[src/rtl/counter_run_ctrl_pkg.sv]
// Shared definitions for the counter run sequencer: state encoding and
// default datapath widths.
package counter_run_ctrl_pkg;

  localparam int CNT_W_DEF = 4;
  localparam int RPT_W_DEF = 4;

  typedef enum logic [1:0] {
    IDLE  = 2'd0,
    RUN   = 2'd1,
    DONE  = 2'd2,
    ABORT = 2'd3
  } ctrl_state_e;

endpackage

[src/rtl/counter_run_ctrl_core.sv]
// Counter datapath: CNT_W-bit up-counter with synchronous clear, enable and
// wrap to zero once the count reaches the supplied limit.
module counter_core
  import counter_run_ctrl_pkg::*;
#(
  parameter int CNT_W = CNT_W_DEF
) (
  input  logic             clk,
  input  logic             reset,
  input  logic             i_clr,
  input  logic             i_en,
  input  logic [CNT_W-1:0] i_limit,
  output logic [CNT_W-1:0] o_cnt,
  output logic             o_at_limit
);

  localparam logic [CNT_W-1:0] CNT_ONE = CNT_W'(1);

  logic [CNT_W-1:0] r_cnt;

  assign o_cnt      = r_cnt;
  assign o_at_limit = (r_cnt == i_limit);

  // Count register: clear has priority over enable; wraps at the limit.
  always_ff @(posedge clk or posedge reset) begin
    if (reset) begin
      r_cnt <= '0;
    end else if (i_clr) begin
      r_cnt <= '0;
    end else if (i_en) begin
      r_cnt <= o_at_limit ? '0 : r_cnt + CNT_ONE;
    end
  end

endmodule

[src/rtl/counter_run_ctrl.sv]
// Run sequencer: latches a run request, drives the counter core through
// 0..limit the requested number of times (or until stopped) and reports
// terminal counts, completion and aborts.
module counter_run_ctrl
  import counter_run_ctrl_pkg::*;
#(
  parameter int CNT_W = CNT_W_DEF,
  parameter int RPT_W = RPT_W_DEF
) (
  input  logic             clk,
  input  logic             reset,
  input  logic             i_start,
  input  logic             i_stop,
  input  logic             i_mode,
  input  logic [CNT_W-1:0] i_limit,
  input  logic [RPT_W-1:0] i_repeat,
  output logic             o_busy,
  output logic [CNT_W-1:0] o_cnt,
  output logic             o_tc,
  output logic [RPT_W-1:0] o_run_idx,
  output logic             o_done,
  output logic             o_abort
);

  localparam logic [RPT_W-1:0] RPT_ONE = RPT_W'(1);

  ctrl_state_e      r_state;
  ctrl_state_e      w_state_nxt;
  logic [CNT_W-1:0] r_limit;
  logic [RPT_W-1:0] r_repeat;
  logic             r_mode;
  logic [RPT_W-1:0] r_run_idx;
  logic [RPT_W-1:0] w_idx_nxt;
  logic             w_at_limit;
  logic             w_tc;
  logic             w_last;
  logic             w_clr;
  logic             w_en;

  // Counter is held at zero outside RUN and cleared by a stop so ABORT shows 0.
  assign w_clr = (r_state != RUN) || i_stop;
  assign w_en  = (r_state == RUN);

  counter_core #(
    .CNT_W (CNT_W)
  ) u_core (
    .clk        (clk),
    .reset      (reset),
    .i_clr      (w_clr),
    .i_en       (w_en),
    .i_limit    (r_limit),
    .o_cnt      (o_cnt),
    .o_at_limit (w_at_limit)
  );

  // A stop in the terminal cycle suppresses the terminal count entirely.
  assign w_tc      = (r_state == RUN) && w_at_limit && !i_stop;
  assign w_idx_nxt = r_run_idx + RPT_ONE;
  assign w_last    = (w_idx_nxt == r_repeat);

  assign o_tc      = w_tc;
  assign o_busy    = (r_state == RUN);
  assign o_done    = (r_state == DONE);
  assign o_abort   = (r_state == ABORT);
  assign o_run_idx = r_run_idx;

  // State register.
  always_ff @(posedge clk or posedge reset) begin
    if (reset) begin
      r_state <= IDLE;
    end else begin
      r_state <= w_state_nxt;
    end
  end

  // Next-state decode; DONE and ABORT are single-cycle pulses back to IDLE.
  always_comb begin
    w_state_nxt = r_state;
    unique case (r_state)
      IDLE:  if (i_start) w_state_nxt = RUN;
      RUN: begin
        if (i_stop) begin
          w_state_nxt = ABORT;
        end else if (w_tc && !r_mode && w_last) begin
          w_state_nxt = DONE;
        end
      end
      DONE:    w_state_nxt = IDLE;
      ABORT:   w_state_nxt = IDLE;
      default: w_state_nxt = IDLE;
    endcase
  end

  // Run parameters latched at start; a zero repeat count is stored as one.
  always_ff @(posedge clk or posedge reset) begin
    if (reset) begin
      r_limit   <= '0;
      r_repeat  <= '0;
      r_mode    <= 1'b0;
      r_run_idx <= '0;
    end else if ((r_state == IDLE) && i_start) begin
      r_limit   <= i_limit;
      r_repeat  <= (i_repeat == '0) ? RPT_ONE : i_repeat;
      r_mode    <= i_mode;
      r_run_idx <= '0;
    end else if (w_tc) begin
      r_run_idx <= w_idx_nxt;
    end
  end

endmodule

[config.mk]
export PLATFORM = sky130hd
export DESIGN_NAME = counter_run_ctrl
export DESIGN_NICKNAME = d
export VERILOG_FILES = /design/src/rtl/counter_run_ctrl_pkg.sv /design/src/rtl/counter_run_ctrl_core.sv /design/src/rtl/counter_run_ctrl.sv
export SDC_FILE = /design/constraint.sdc
export NUM_CORES = 1
export LEC_CHECK = 0
export CORE_UTILIZATION = 39
export CTS_CLUSTER_DIAMETER = 150
export DETAILED_ROUTE_END_ITERATION = 6
export PLACE_DENSITY_LB_ADDON = 0.2
export SKIP_LAST_GASP = 1
export SLEW_MARGIN = 40
export SYNTH_ARGS = -nofsm -noshare
export SYNTH_HDL_FRONTEND = slang
export SYNTH_SLANG_ARGS = --single-unit
[constraint.sdc]
create_clock -name clk -period 1.7 [get_ports clk]
set_input_delay 0.34 -clock clk [delete_from_list [all_inputs] [get_ports clk]]
set_output_delay 0.34 -clock clk [all_outputs]
set_load 0.005 [all_outputs]
==> results by group, run 1 <==
Run status
  – Run status: finished clean

Logic synthesis
  – Syn. warnings: 0
  – Yosys top cell area share: 49.5%
  – Dominant cell type by area after synthesis: dfrtp_1
  – Seq/Total Area, Yosys: 49.5%
  – Synthesized area: 960 um^2
  – Yosys reg bits: 19
  – Post-Syn Nets: 115
  – Ranking of synthesized cells by area: dfrtp_1 (50%), nand2_1 (12%), xnor2_1 (8.2%)
  – Post-synth cell types: 26
  – Mean Syn Cell Area: 9.60 um^2
  – Synth Instances: 100

Critical path
  – R2R depth: 5
  – Setup CP Type: reg -> out
  – Worst Path Required: 1.36 ns
  – R2R setup slack: 0.16 ns
  – Critical path capture point type: output port
  – R2r endpoint: r_state[0]
  – Reg-to-Reg Start: o_run_idx[0]
  – CP Launch Type: flop
  – Setup crit end: o_cnt[0]
  – Crit. Startpoint: u_core.o_cnt[0]
  – Max FO, Critical Path: 4
  – Worst EP arrival: 1.35 ns

Power and ir drop
  – Clock power share: 11.8%
  – Total leakage power: 0.747 nW
  – Combinational fraction of design power: 49.9%
  – P per Cell Area: 1360 nW/um^2
  – Worst IR Drop VDD: 790 uV
  – Power Total: 1.96 mW
  – Switching share of power: 36.7%
  – Seq pwr share: 38.2%
  – Cell Int Power: 1.24 mW
  – Switching power: 0.717 mW

Floorplan
  – FP Rows: 17
  – Die height: 51.6 um
  – Initial core utilization: 42.2%
  – Die Span X: 51.6 um
  – Die ar.: 2660 um^2
  – # IOs: 25
  – Core area: 2280 um^2

Global route
  – Initial antenna violation count: 0
  – Vias in the first global route: 803
  – Largest net degree at the start of global routing: 20
  – First-pass GRT wire length: 3620 um
  – Overall Global Routing Usage: 18.8%
  – Global route total overflow: 0

Final layout
  – Fin area: 1440 um^2
  – N_diodes: 0
  – Sequential Area: 475 um^2
  – Fill cells: 201
  – Multi-input gate area: 498 um^2
  – Layout cells sized above 1: 23.6%
  – Final core occ: 63.1%
  – Fin nets: 160
  – Area grow syn2layout: 49.7%
  – Final std cells w/o fill: 172

Worst hold path
  – HP Class: in -> async

Detailed routing
  – WL final: 2060 um
  – Vias/cell: 4.59
  – DR WL/cell: 12.0 um
  – DRC Markers: 0
  – Post-route antenna net violation count: 0
  – DRT Pass-1 Iters: 4
  – Initial DRC count: 8
  – Vias: 790

STA
  – Period utilisation layout: 99.6%
  – Worst hold margin: 0.368 ns
  – Final Critical Period: 1.69 ns
  – Unrepaired setup endpoints after global routing: yes
  – Setup Skew: 0.00139 ns
  – Headroom to the max-slew limit: 80.2%
  – # setup viols final: 0
  – Worst slew pin tran: 0.293 ns
  – Highest Clock Rate: 591 MHz
  – Slew Limit Fails: 0
  – Hold Vio Cnt, Final: 0

Clocking
  – Clock transition at path regs: 0.11 ns
  – Skew-Pair Late Insertion Delay: 0.30 ns
  – Clk sinks: 19
  – H-tree Lvls: 1
  – CTS tree: built
  – Total CTS buffers: 3
  – Hold Buf Count CTS: 0
  – Root Driver: clkbuf_4
  – Max clock buf depth: 2

Placement
  – Post-Place Cells: 164
  – Port bufs: 24
  – Post-DP HPWL: 1540 um
  – Gpl congestion: 0.800
  – Area after DPL: 1330 um^2

Job
  – Max Cap Viol: 0
==> cells in the mapped netlist <==
cell type,number
a2111oi_2,1
a22o_1,1
a22oi_1,1
a31o_1,1
and2_1,2
and3_2,1
buf_2,1
clkbuf_1,1
dfrtp_1,19
ha_1,2
inv_1,4
mux2i_1,1
nand2_1,30
nand2b_1,3
nand2b_4,1
nand3_1,2
nand4_2,1
nor2_1,6
nor2b_1,1
nor3_1,2
nor4_2,1
o21ai_0,2
o21ai_1,1
o311ai_0,2
xnor2_1,9
xor2_1,4
==> critical path, stage by stage, from the launching register on <==
cell	delay, ns
dfrtp_1	0.42
buf_4	0.14
clkdlybuf4s50_1	0.50
==> area by class of cell <==
type                       count  share of cell area, %
clock buffer                   3                   1.57
clock inverter                 1                  0.348
inverter                       4                   1.05
multi-input combinational     75                   34.7
sequential                    19                   33.1
tap                           28                   2.44
timing repair buffer          42                   26.8
==> through the flow <==
step | worst slack, ns | TNS, ns
6_report | 0.00748 | 0
5_1_grt | -0.0652 | -0.153
4_1_cts | -0.138 | -0.144
3_5_place_dp | -0.244 | -0.244
3_3_place_gp | -0.241 | -0.241
2_1_floorplan | 0.274 | 0
==> power by group through the flow <==
stage / Sequential [mW] / Clock, mW / Combinational [mW]
after floorplan: 0.721 / 0 / 0.513
after global placement: 0.717 / 0 / 0.898
after detailed placement: 0.730 / 0 / 0.913
after CTS: 0.729 / 0.237 / 0.927
after global routing: 0.767 / 0.257 / 1.10
final: 0.748 / 0.232 / 0.976
==> worst min-delay path by stage <==
stage / start / endpoint / depth (start not counted)
5_1_grt: reset / r_limit[3] / 3
4_1_cts: reset / r_mode / 3
6_report: reset / r_mode / 3
3_5_place_dp: r_limit[1] / r_limit[1] / 2
3_3_place_gp: r_repeat[0] / r_repeat[0] / 2
2_1_floorplan: reset / o_run_idx[0] / 1
==> registers in the layout, indices dropped and copies added (netlist names) <==
signal / flops
r_state: 2
r_limit: 4
o_run_idx: 4
r_repeat: 4
u_core.o_cnt: 4
r_mode: 1
==> cell usage in the layout, fill, tap and decap left out, drive strengths merged, types with 2 or more instances in the layout <==
master         Yosys  routed
inv                4       4
clkdlybuf4s50      0      17
and2               2       2
xnor2              9       9
ha                 2       2
o311ai             2       2
nor2               6       6
dlymetal6s2s       0       3
nand2b             4       4
buf                1      18
clkbuf             1       4
nor3               2       2
dfrtp             19      19
nand3              2       2
o21ai              3       3
clkdlybuf4s15      0       3
nand2             30      30
xor2               4       4
==> layer usage <==
metal	vias to the layer above	wire length, um	global-route usage (%)
li1	414	-	-
met5	-	0	0
met2	15	1050	31.2
met3	2	63	2.92
met4	0	17	8.11
met1	359	934	24.0
==> kinds of logic after synthesis <==
group	Yosys count	synth area share, %
and+or+nand+nor	50	24.9
DFF	19	49.5
xor gates and xnor gates	13	11.9
AOI/OAI and AO/OA	9	7.56
buffers and inverters	6	2.48
adders and majority gates	2	2.61
muxes	1	1.04
==> repair_timing <==
action                     in CTS  in global routing
setup endpoints to repair       4                  9
pin swaps                       3                  4
buffers inserted                1                  3
resized for setup               6                 14
(Power assumes the default switching activity.)
==> run 2: changes to the inputs <==
--- a/config.mk
+++ b/config.mk
@@ -5,9 +5,13 @@
 export SDC_FILE = /design/constraint.sdc
 export NUM_CORES = 1
 export LEC_CHECK = 0
-export CORE_UTILIZATION = 39
+export CELL_PAD_IN_SITES_DETAIL_PLACEMENT = 0
+export CELL_PAD_IN_SITES_GLOBAL_PLACEMENT = 2
+export CORE_UTILIZATION = 28
 export CTS_CLUSTER_DIAMETER = 150
+export CTS_CLUSTER_SIZE = 10
 export DETAILED_ROUTE_END_ITERATION = 6
+export GPL_ROUTABILITY_DRIVEN = 1
 export PLACE_DENSITY_LB_ADDON = 0.2
 export SKIP_LAST_GASP = 1
 export SLEW_MARGIN = 40
==> run 2 against run 1 <==
Effect of this change: worst setup slack got worse by 0.0025 ns; critical endpoint is now o_tc; sequential share of layout area shrank 0.17 points; critical path depth up 3; count of clock-buffer cells in the layout did not move.
==> results by group, run 2 (synthesis results as in run 1) <==
Run status
  – Run status: finished clean

Clocking
  – Skew-Pair Late Insertion Delay: 0.30 ns (about the same)
  – Root Driver: clkbuf_4
  – Total CTS buffers: 3 (unchanged)
  – Clock transition at path regs: 0.12 ns (about the same)
  – CTS tree: built
  – Max clock buf depth: 2 (unchanged)
  – Clk sinks: 19 (unchanged)
  – H-tree Lvls: 1 (unchanged)

Critical path
  – CP Launch Type: flop
  – R2R setup slack: 0.11 ns (-0.05 ns)
  – Max FO, Critical Path: 2 (-2)
  – Worst EP arrival: 1.36 ns (about the same)
  – CP peak stage delay: 0.43 ns (-0.07 ns)
  – R2R depth: 6 (+1)
  – Setup CP Type: reg -> out
  – Worst Path Required: 1.36 ns (about the same)
  – Crit path max-delay cell type: dfrtp_1
  – Worst-path cell chain: xnor2_2 -> nand4_2 -> nand2b_4 -> inv_2 -> clkbuf_2
  – Critical path capture point type: output port

STA
  – Worst slew pin tran: 0.288 ns (-0.00514 ns)
  – Period utilisation layout: 99.7% (+0.15 points)
  – Setup Skew: 0.0110 ns (+0.00960 ns)
  – Hold Vio Cnt, Final: 0 (unchanged)
  – Fin worst setup slack: 0.00498 ns (-0.00249 ns)
  – Headroom to the max-slew limit: 80.6% (+0.35 points)
  – # setup viols final: 0 (unchanged)
  – Slew Limit Fails: 0 (unchanged)
  – Highest Clock Rate: 590 MHz (-0.15%)
  – Final Critical Period: 1.70 ns (+0.00249 ns)
  – Unrepaired setup endpoints after global routing: yes

Power and ir drop
  – Cell Int Power: 1.24 mW (+0.34%)
  – Switching share of power: 36.3% (-0.31 points)
  – Total leakage power: 0.732 nW (-2.0%)
  – Worst IR Drop VDD: 444 uV (-44%)
  – Clock power share: 11.8% (about the same)
  – P per Cell Area: 1350 nW/um^2 (-0.67%)
  – Seq pwr share: 37.8% (-0.4 points)
  – Switching power: 0.710 mW (-1.0%)
  – Combinational fraction of design power: 50.4% (+0.5 points)

Final layout
  – Final std cells w/o fill: 187 (+8.7%)
  – Layout cells sized above 1: 23.1% (-0.53 points)
  – Area grow syn2layout: 50.5%
  – Commonest non-fill, non-tap cell in the layout: nand2_1
  – Fill cells: 353 (+76%)
  – Fin area: 1440 um^2 (+0.52%)
  – Most frequent cells in the layout: nand2_1 (30), dfrtp_1 (19), clkdlybuf4s50_1 (18), buf_4 (15), nor2_1 (6)
  – N_diodes: 0 (unchanged)
  – Fin nets: 159 (-0.63%)

Detailed routing
  – DRT Pass-1 Iters: 4 (unchanged)
  – Vias/cell: 4.24 (-7.7%)
  – Initial DRC count: 25 (+17)
  – WL final: 2090 um (+1.4%)
  – Post-route antenna net violation count: 0 (unchanged)
  – DRC Markers: 0 (unchanged)
  – Vias: 793 (+0.38%)
  – DR WL/cell: 11.2 um (-6.7%)

Worst hold path
  – HP Class: in -> async

Placement
  – Dpl ws: -0.237 ns (+0.00666 ns)
  – Area after DPL: 1350 um^2 (+1.5%)
  – Gpl congestion: 0.717 (-10%)
  – Post-DP HPWL: 1580 um (+3.0%)
  – Port bufs: 24 (unchanged)
  – Post-Place Cells: 180 (+9.8%)

Global route
  – Global route total overflow: 0 (unchanged)
  – Vias in the first global route: 698 (-13%)
  – First-pass GRT wire length: 3310 um (-8.6%)
  – Overall Global Routing Usage: 12.5% (-6.2 points)
  – Largest net degree at the start of global routing: 20 (unchanged)
  – Initial antenna violation count: 0 (unchanged)

Floorplan
  – Die height: 60.5 um (+17%)
  – Die Span X: 60.5 um (+17%)
  – FP Rows: 20 (+3)
  – # IOs: 25 (unchanged)
  – Die ar.: 3670 um^2 (+38%)
  – Core area: 3150 um^2 (+39%)
  – Initial core utilization: 30.4% (-12 points)

Job
  – Max Cap Viol: 0 (unchanged)
## run 2: through the flow
stage               setup TNS [ns]  utilization [%]  hold WS (ns)  total power, mW
global placement            -0.238             42.9         0.475             1.64
global route                -0.242             45.8         0.370             2.12
floorplan                        0                -         0.291             1.23
CTS                         -0.154             43.8         0.343             1.88
finish                           0             45.8         0.342             1.95
detailed placement          -0.237             42.9         0.485             1.64
## run 2: final timing paths
check / to / start
setup / recovery: o_tc / u_core.o_cnt[0]
hold / removal: r_limit[2] / reset
setup reg to reg: r_state[1] / o_run_idx[0]
hold reg to reg: r_repeat[0] / r_repeat[0]
max in group asynchronous: o_run_idx[0] / reset
min in group clk: r_repeat[0] / r_repeat[0]
## run 2: metal layers
layer,track usage (%),vias up,wire length [um]
met4,5.84,0,21
met3,2.56,2,70
met2,18.2,15,934
li1,-,414,-
met5,0,-,0
met1,17.9,362,1060
## run 2: layout make-up
cell class              instances  area (um^2)  area share (%)
clock inverters                 1         5.00           0.347
well taps                      44         55.1            3.81
clock buffers                   3         22.5            1.56
inverters                       4         15.0            1.04
multi-input cells              75          498            34.5
repair buffers                 41          373            25.8
flip-flops and latches         19          475            32.9
## run 2: power by group through the flow
| stage | logic [mW] | clock network, mW | registers [mW] |
|---|---|---|---|
| floorplan | 0.513 | 0 | 0.721 |
| global placement | 0.913 | 0 | 0.723 |
| detailed placement | 0.919 | 0 | 0.725 |
| CTS | 0.919 | 0.250 | 0.714 |
| global route | 1.10 | 0.269 | 0.757 |
| finish | 0.984 | 0.231 | 0.738 |
## run 2: what timing repair did
action                                  4_1_cts  5_1_grt
endpoints found under the setup margin        4        7
hold buffers                                  0        0
buffers inserted                              1        2
gates resized for setup                       4       13
pin swaps                                     3        5
## run 2: worst max-delay path: cells and delay by family (launching register included)
kind | cells | cell delay [ns]
XOR/XNOR | 1 | 0.18
AND/OR/NAND/NOR | 2 | 0.31
flip-flops | 1 | 0.43
buffers and inverters | 2 | 0.14
